**src/rtl/gt_usplus_qpll_reset_seq_pkg.sv**
```systemverilog
// Shared types and constants for the per-quad QPLL reset/lock sequencer.
package gt_usplus_qpll_reset_seq_pkg;

  typedef enum logic [2:0] {
    ST_RESET     = 3'd0,
    ST_WAIT_LOCK = 3'd1,
    ST_FILTER    = 3'd2,
    ST_LOCKED    = 3'd3,
    ST_FAIL      = 3'd4
  } qpll_seq_state_e;

  localparam int unsigned RETRY_W      = 2;
  localparam int unsigned N_COMMON_MAX = 4;

endpackage

```
**src/rtl/gt_usplus_qpll_chan_seq.sv**
```systemverilog
// One quad: lock synchroniser, reset/timeout/filter counters and sequencing FSM.
module gt_usplus_qpll_chan_seq
  import gt_usplus_qpll_reset_seq_pkg::*;
#(
  parameter int unsigned RESET_CYCLES = 32,
  parameter int unsigned LOCK_FILTER  = 8,
  parameter int unsigned LOCK_TIMEOUT = 65536,
  parameter int unsigned MAX_RETRY    = 3
) (
  input  logic               clk,
  input  logic               rst,
  input  logic               start,
  input  logic               qpll_lock,
  output logic               qpll_reset,
  output logic               quad_locked,
  output logic               lock_fail,
  output logic [RETRY_W-1:0] retry_cnt
);

  localparam int unsigned RST_W  = $clog2(RESET_CYCLES + 1);
  localparam int unsigned FILT_W = $clog2(LOCK_FILTER + 1);
  localparam int unsigned TO_W   = $clog2(LOCK_TIMEOUT + 1);

  (* ASYNC_REG = "TRUE" *) logic [1:0] sync_q;
  logic lock_s;

  qpll_seq_state_e     state_q, state_d;
  logic [RST_W-1:0]    rst_cnt_q, rst_cnt_d;
  logic [FILT_W-1:0]   filt_cnt_q, filt_cnt_d;
  logic [TO_W-1:0]     to_cnt_q, to_cnt_d;
  logic [RETRY_W-1:0]  retry_q, retry_d, retry_sat;
  logic [RETRY_W:0]    retry_inc;
  logic                fail_q, fail_d;
  logic                qpll_reset_q, qpll_reset_d;
  logic                quad_locked_q, quad_locked_d;
  logic                to_done, filt_done, timeout, retry_exhausted;

  assign lock_s = sync_q[1];

  // State, counters and output decodes all registered together.
  always_ff @(posedge clk) begin
    if (rst) begin
      sync_q        <= '0;
      state_q       <= ST_RESET;
      rst_cnt_q     <= '0;
      filt_cnt_q    <= '0;
      to_cnt_q      <= '0;
      retry_q       <= '0;
      fail_q        <= 1'b0;
      qpll_reset_q  <= 1'b1;
      quad_locked_q <= 1'b0;
    end else begin
      sync_q        <= {sync_q[0], qpll_lock};
      state_q       <= state_d;
      rst_cnt_q     <= rst_cnt_d;
      filt_cnt_q    <= filt_cnt_d;
      to_cnt_q      <= to_cnt_d;
      retry_q       <= retry_d;
      fail_q        <= fail_d;
      qpll_reset_q  <= qpll_reset_d;
      quad_locked_q <= quad_locked_d;
    end
  end

  always_comb begin
    state_d         = state_q;
    rst_cnt_d       = rst_cnt_q;
    filt_cnt_d      = filt_cnt_q;
    to_cnt_d        = to_cnt_q;
    retry_d         = retry_q;
    fail_d          = fail_q;
    timeout         = 1'b0;
    to_done         = (to_cnt_q == TO_W'(LOCK_TIMEOUT - 1));
    filt_done       = lock_s && (filt_cnt_q == FILT_W'(LOCK_FILTER - 1));
    retry_inc       = {1'b0, retry_q} + (RETRY_W + 1)'(1);
    retry_sat       = retry_inc[RETRY_W] ? '1 : retry_inc[RETRY_W-1:0];
    retry_exhausted = (32'(retry_inc) > MAX_RETRY);

    case (state_q)
      ST_RESET: begin
        if (rst_cnt_q == RST_W'(RESET_CYCLES - 1)) begin
          state_d   = ST_WAIT_LOCK;
          rst_cnt_d = '0;
          to_cnt_d  = '0;
        end else begin
          rst_cnt_d = rst_cnt_q + RST_W'(1);
        end
      end
      ST_WAIT_LOCK: begin
        to_cnt_d = to_cnt_q + TO_W'(1);
        if (to_done) begin
          timeout = 1'b1;
        end else if (lock_s) begin
          state_d    = ST_FILTER;
          filt_cnt_d = '0;
        end
      end
      // Filter completion beats a coincident timeout.
      ST_FILTER: begin
        to_cnt_d = to_cnt_q + TO_W'(1);
        if (filt_done) begin
          state_d = ST_LOCKED;
        end else if (to_done) begin
          timeout = 1'b1;
        end else if (!lock_s) begin
          state_d    = ST_WAIT_LOCK;
          filt_cnt_d = '0;
        end else begin
          filt_cnt_d = filt_cnt_q + FILT_W'(1);
        end
      end
      ST_LOCKED: begin
        if (!lock_s) begin
          state_d   = ST_RESET;
          rst_cnt_d = '0;
          retry_d   = '0;
        end
      end
      ST_FAIL: begin
        state_d = ST_FAIL;
      end
      default: begin
        state_d   = ST_RESET;
        rst_cnt_d = '0;
      end
    endcase

    if (timeout) begin
      retry_d   = retry_sat;
      rst_cnt_d = '0;
      if (retry_exhausted) begin
        state_d = ST_FAIL;
        fail_d  = 1'b1;
      end else begin
        state_d = ST_RESET;
      end
    end

    if (start) begin
      state_d    = ST_RESET;
      rst_cnt_d  = '0;
      filt_cnt_d = '0;
      to_cnt_d   = '0;
      retry_d    = '0;
      fail_d     = 1'b0;
    end

    qpll_reset_d  = (state_d == ST_RESET) || (state_d == ST_FAIL);
    quad_locked_d = (state_d == ST_LOCKED);
  end

  assign qpll_reset  = qpll_reset_q;
  assign quad_locked = quad_locked_q;
  assign lock_fail   = fail_q;
  assign retry_cnt   = retry_q;

endmodule

```
**src/rtl/gt_usplus_qpll_reset_seq.sv**
```systemverilog
// Top: one sequencer per QPLL quad plus the registered all_locked gate.
module gt_usplus_qpll_reset_seq
  import gt_usplus_qpll_reset_seq_pkg::*;
#(
  parameter int unsigned N_COMMON     = 2,
  parameter int unsigned RESET_CYCLES = 32,
  parameter int unsigned LOCK_FILTER  = 8,
  parameter int unsigned LOCK_TIMEOUT = 65536,
  parameter int unsigned MAX_RETRY    = 3
) (
  input  logic                          clk,
  input  logic                          rst,
  input  logic                          start,
  input  logic [N_COMMON-1:0]           qpll_lock,
  output logic [N_COMMON-1:0]           qpll_reset,
  output logic [N_COMMON-1:0]           quad_locked,
  output logic [N_COMMON-1:0]           lock_fail,
  output logic                          all_locked,
  output logic [N_COMMON*RETRY_W-1:0]   retry_cnt
);

  if (N_COMMON < 1 || N_COMMON > N_COMMON_MAX) begin : g_bad_n_common
    $error("gt_usplus_qpll_reset_seq: N_COMMON must be 1..4");
  end

  logic all_locked_q;

  for (genvar i = 0; i < N_COMMON; i++) begin : g_quad
    gt_usplus_qpll_chan_seq #(
      .RESET_CYCLES (RESET_CYCLES),
      .LOCK_FILTER  (LOCK_FILTER),
      .LOCK_TIMEOUT (LOCK_TIMEOUT),
      .MAX_RETRY    (MAX_RETRY)
    ) u_chan (
      .clk         (clk),
      .rst         (rst),
      .start       (start),
      .qpll_lock   (qpll_lock[i]),
      .qpll_reset  (qpll_reset[i]),
      .quad_locked (quad_locked[i]),
      .lock_fail   (lock_fail[i]),
      .retry_cnt   (retry_cnt[i*RETRY_W +: RETRY_W])
    );
  end

  // One cycle behind quad_locked so downstream resets see a clean gate.
  always_ff @(posedge clk) begin
    if (rst) begin
      all_locked_q <= 1'b0;
    end else begin
      all_locked_q <= &quad_locked;
    end
  end

  assign all_locked = all_locked_q;

endmodule

```
**config.mk**
```make
export PLATFORM = sky130hd
export DESIGN_NAME = gt_usplus_qpll_reset_seq
export DESIGN_NICKNAME = d
export VERILOG_FILES = /design/src/rtl/gt_usplus_qpll_reset_seq_pkg.sv /design/src/rtl/gt_usplus_qpll_chan_seq.sv /design/src/rtl/gt_usplus_qpll_reset_seq.sv
export SDC_FILE = /design/constraint.sdc
export NUM_CORES = 1
export LEC_CHECK = 0
export ABC_AREA = 1
export CELL_PAD_IN_SITES_DETAIL_PLACEMENT = 1
export CELL_PAD_IN_SITES_GLOBAL_PLACEMENT = 2
export CORE_MARGIN = 2
export CORE_UTILIZATION = 37
export CTS_CLUSTER_DIAMETER = 120
export DETAILED_ROUTE_END_ITERATION = 10
export PLACE_DENSITY_LB_ADDON = 0.1
export SLEW_MARGIN = 10
export SYNTH_ARGS = -nofsm -noshare
export SYNTH_HDL_FRONTEND = slang
export SYNTH_SLANG_ARGS = --single-unit
```
**constraint.sdc**
```tcl
create_clock -name clk -period 4.1 [get_ports clk]
set_input_delay 0.615 -clock clk [delete_from_list [all_inputs] [get_ports clk]]
set_output_delay 0.615 -clock clk [all_outputs]
set_load 0.01 [all_outputs]
```
==> qor_table.md <==
| Step | Metric | This run |
|---|---|---|
| outcome | Run status | completed |
| sta | Maximum operating frequency | 392 MHz |
| drt | Number of iterations in the first detailed-routing pass | 4 |
| placement | Setup WS pre-CTS | 1590 ps |
| clock network | Clock tree root driver cell | clkbuf_8 |
| power and ir drop | Peak supply drop | 0.209 mV |
| run | Max-capacitance violation count | 0 |
| clock network | Max H-tree Level | 3 |
| yosys | Synthesized area | 4050 um2 |
| worst setup path | Required time of the critical path | 4360 ps |
| yosys | Syn Area/Cell | 6.55 um2 |
| placement | DP HPWL | 7.50 mm |
| worst setup path | Capturing element type of the critical path | register |
| finish | Number of diodes | 0 |
| worst setup path | Worst setup path end | g_quad[0].u_chan.state_q[0]$_SDFF_PP0_ |
| sta | RSZ-0062 raised after global routing | false |
| finish | Fraction of layout cells with a size suffix above 1 | 9.42% |
| global routing | Pin count of the biggest net entering global routing | 22 |
| clock network | Worst-skew pair later-pin latency | 370 ps |
| global routing | Global-route wire length before repair | 17.1 mm |
| drt | DRC errors left | 0 |
| drt | Via count | 3,802 |
| floorplan | Total core area | 10,700 um2 |
| worst setup path | Startpoint of the lowest-slack register-to-register path | g_quad[0].u_chan.to_cnt_q[0]$_SDFFE_PP0P_ |
| sta | Pins Over Slew Limit | 0 |
| clock network | CTS buffer count | 9 |
| floorplan | Initial standard-cell utilization of the core | 37.7% |
| global routing | Overall track demand over capacity in global routing | 18.4% |
| floorplan | Die span in x | 109 um |
| clock network | TritonCTS clock tree | built |
| power and ir drop | PD cells | 326 nW/um2 |
| power and ir drop | Leakage power total | 1.68 nW |
| worst setup path | Critical path startpoint category | register |
| yosys | Ys Warns | 0 |
| yosys | Register bit total from synthesis | 75 |
| sta | Final setup violation count | 0 |
| yosys | Most instantiated flip-flop cell in the synthesis netlist | dfxtp_1 |
| finish | Total Nets Final | 645 |
| sta | Final worst clock skew | 8.83 ps |
| floorplan | Vertical extent of the die | 109 um |
| sta | Sum of negative setup slack | 0 ps |
| yosys | Synth area leaders | dfxtp_1 37%, nand2_1 15%, nor2_1 8.2%, inv_1 7.0%, a21oi_1 5.8% |
| drt | Starting DRC count in detailed routing | 89 |
| clock network | Clock transition at path regs | 80 ps |
| global routing | Via count of the first global-routing pass | 3,868 |
| worst setup path | Worst Path Arrival | 2810 ps |
| floorplan | Die ar. | 11,800 um2 |
| yosys | Post-synth net total | 631 |
| sta | Final-report hold violation count | 0 |
| worst setup path | Kind of critical path | reg -> reg |
| hold path | Class of the most critical hold timing path | reg -> reg |
| yosys | Number of synthesized flops with an enable pin | 0 |
| sta | Worst path setup slack after routing | 1550 ps |
| yosys | List of most frequent post-synthesis cells | 166 x nand2_1, 88 x nor2_1, 75 x dfxtp_1, 75 x inv_1 |
| worst setup path | Crit Path Max Fanout | 5 |
| global routing | Antenna violations before repair | 0 |
| drt | Post-detailed-route count of antenna-violating nets | 0 |
| drt | Total Wirelength | 9.95 mm |
| yosys | Portion of the post-synthesis area used by sequential elements | 37.1% |
| clock network | Maximum clock path buffer count | 2 |
| yosys | Fraction of post-synthesis cell area in the top cell type by area | 37.1% |
| drt | Wire length per cell after detailed routing | 12.8 um |
| sta | Time the final worst path needs with I/O delays and setup | 2550 ps |
| drt | Vias per cell | 4.89 |
| yosys | Fraction of registers with async set/reset | 0% |
| clock network | Sink count of the clock tree | 75 |
| worst setup path | Worst reg2reg setup slack | 1550 ps |
| sta | Worst slew margin | 71.9% |
| clock network | Post-CTS repair timing setup buffer count | 0 |
| finish | Sequential standard cell area | 1500 um2 |
| floorplan | Number of placed I/O pins | 16 |
| sta | Actual transition at the worst max-transition pin | 418 ps |
| worst setup path | Crit path from | g_quad[0].u_chan.to_cnt_q[0]$_SDFFE_PP0P_ |
| clock network | Cells resized by post-CTS repair | 0 |
| finish | Number of filler instances in the final layout | 1,447 |
| worst setup path | Worst reg2reg path endpoint | g_quad[0].u_chan.state_q[0]$_SDFF_PP0_ |
| clock network | CTS Hold Buffers Added | 0 |
| yosys | Synthesized instance count | 618 |
| yosys | Cell type contributing the most total cell area after synthesis | dfxtp_1 |
| placement | Global placement routability congestion | 0.794 |
| floorplan | Count of standard-cell rows | 38 |
| finish | Area of combinational cells with multiple inputs | 2110 um2 |
| sta | Share of the clock period used by the worst path after layout | 62.2% |
| yosys | Most used standard cell by instance count after synthesis | nand2_1 |
| yosys | Number of distinct library cell variants in the gate-level netlist after synthesis | 35 |
| global routing | Total congestion overflow after global routing | 0 |
| placement | Port-buffer cells | 15 |
| worst setup path | Reg2reg path depth | 14 |
| finish | Syn-to-layout area delta | 11.7% |
==> layer usage <==
| layer | track usage (%) | vias up | routed length, um | share of wire [%] |
|---|---|---|---|---|
| met4 | 6.41 | 0 | 147 | 1.5 |
| met3 | 4.30 | 10 | 238 | 2.4 |
| li1 | - | 1983 | - | - |
| met2 | 31.3 | 24 | 4740 | 48 |
| met1 | 22.9 | 1785 | 4820 | 48 |
| met5 | 0 | - | 0 | 0 |
==> worst max-delay path, stage by stage (launching register included) <==
cell and delay (ps):
dfxtp_1 410, ha_1 190, nand2_1 80, nor2_1 280
inv_1 100, nor2_1 170, nand4_1 100, nor3_1 170
ha_1 300, inv_1 80, nor2_1 110, nand2_1 70
nand2_1 130, nor2_1 80, and3_1 160
==> cell type report <==
cell class	count	share of cell area (%)
clock buffer	11	3.13
clock inverter	5	2.21
inverter	88	7.41
multi-input combinational	442	46.7
sequential	75	33.2
tap	140	3.87
timing repair buffer	16	3.48
==> cells by family after synthesis <==
group,Yosys count,synth area share (%)
flops,75,37.1
simple gates,365,40.5
fa+ha+maj,8,2.47
xor+xnor,2,0.433
buf+inv,101,10.7
compound gates,67,8.84
==> cell usage in the layout (no fill, tap or decap), drive strengths merged <==
cell	instances
nand2	177
nor2	97
inv	88
dfxtp	75
nand3	52
a21oi	47
nand4	15
clkdlybuf4s50	15
o21ai	13
clkbuf	11
nand3b	10
ha	8
nor3	6
or2	4
bufinv	3
a31oi	2
and2	2
o21bai	2
clkinv	2
o22ai	2
nor4	1
and3	1
xor2	1
xnor2	1
o211ai	1
buf	1
==> state kept, by name (all words and copies together), names as in the netlist, 2 cells and up <==
name                       count
g_quad.u_chan.rst_cnt_q       12
g_quad.u_chan.qpll_reset       2
g_quad.u_chan.state_q          6
g_quad.u_chan.retry_cnt        4
g_quad.u_chan.quad_locked      2
g_quad.u_chan.filt_cnt_q       8
g_quad.u_chan.sync_q           4
g_quad.u_chan.to_cnt_q        34
g_quad.u_chan.lock_fail        2
==> where the power goes <==
part / internal, W / switching (W)
sequential: 0.000731 / 0.00000325
combinational: 0.0000114 / 0.0000224
clock: 0.000419 / 0.000286
total: 0.00116 / 0.000312
==> stage by stage <==
| stage | area [um2] | util [%] | std cells | total power, W | hold WS, ps |
|---|---|---|---|---|---|
| final | 4520 | 42.1 | 777 | 0.00147 | 411 |
| after global routing | 4520 | 42.1 | 777 | 0.00154 | 437 |
| after CTS | 4520 | 42.1 | 777 | 0.00150 | 415 |
| after detailed placement | 4280 | 39.9 | 761 | 0.000787 | 404 |
| after global placement | 4280 | 39.9 | 761 | 0.000786 | 390 |
| after floorplan | 4050 | - | 618 | 0.000773 | 388 |
==> how the worst min path moves through the flow <==
stage,depth (start not counted),endpoint,start,slack (ps)
finish,2,g_quad[0].u_chan.sync_q[1]$_SDFF_PP0_,g_quad[0].u_chan.sync_q[0]$_SDFF_PP0_,410
global route,2,g_quad[1].u_chan.sync_q[1]$_SDFF_PP0_,g_quad[1].u_chan.sync_q[0]$_SDFF_PP0_,440
CTS,2,g_quad[0].u_chan.sync_q[1]$_SDFF_PP0_,g_quad[0].u_chan.sync_q[0]$_SDFF_PP0_,420
detailed placement,2,g_quad[0].u_chan.sync_q[1]$_SDFF_PP0_,g_quad[0].u_chan.sync_q[0]$_SDFF_PP0_,400
global placement,2,g_quad[0].u_chan.sync_q[1]$_SDFF_PP0_,g_quad[0].u_chan.sync_q[0]$_SDFF_PP0_,390
floorplan,2,g_quad[0].u_chan.sync_q[1]$_SDFF_PP0_,g_quad[0].u_chan.sync_q[0]$_SDFF_PP0_,390
Power figures use the tool's default switching activity.
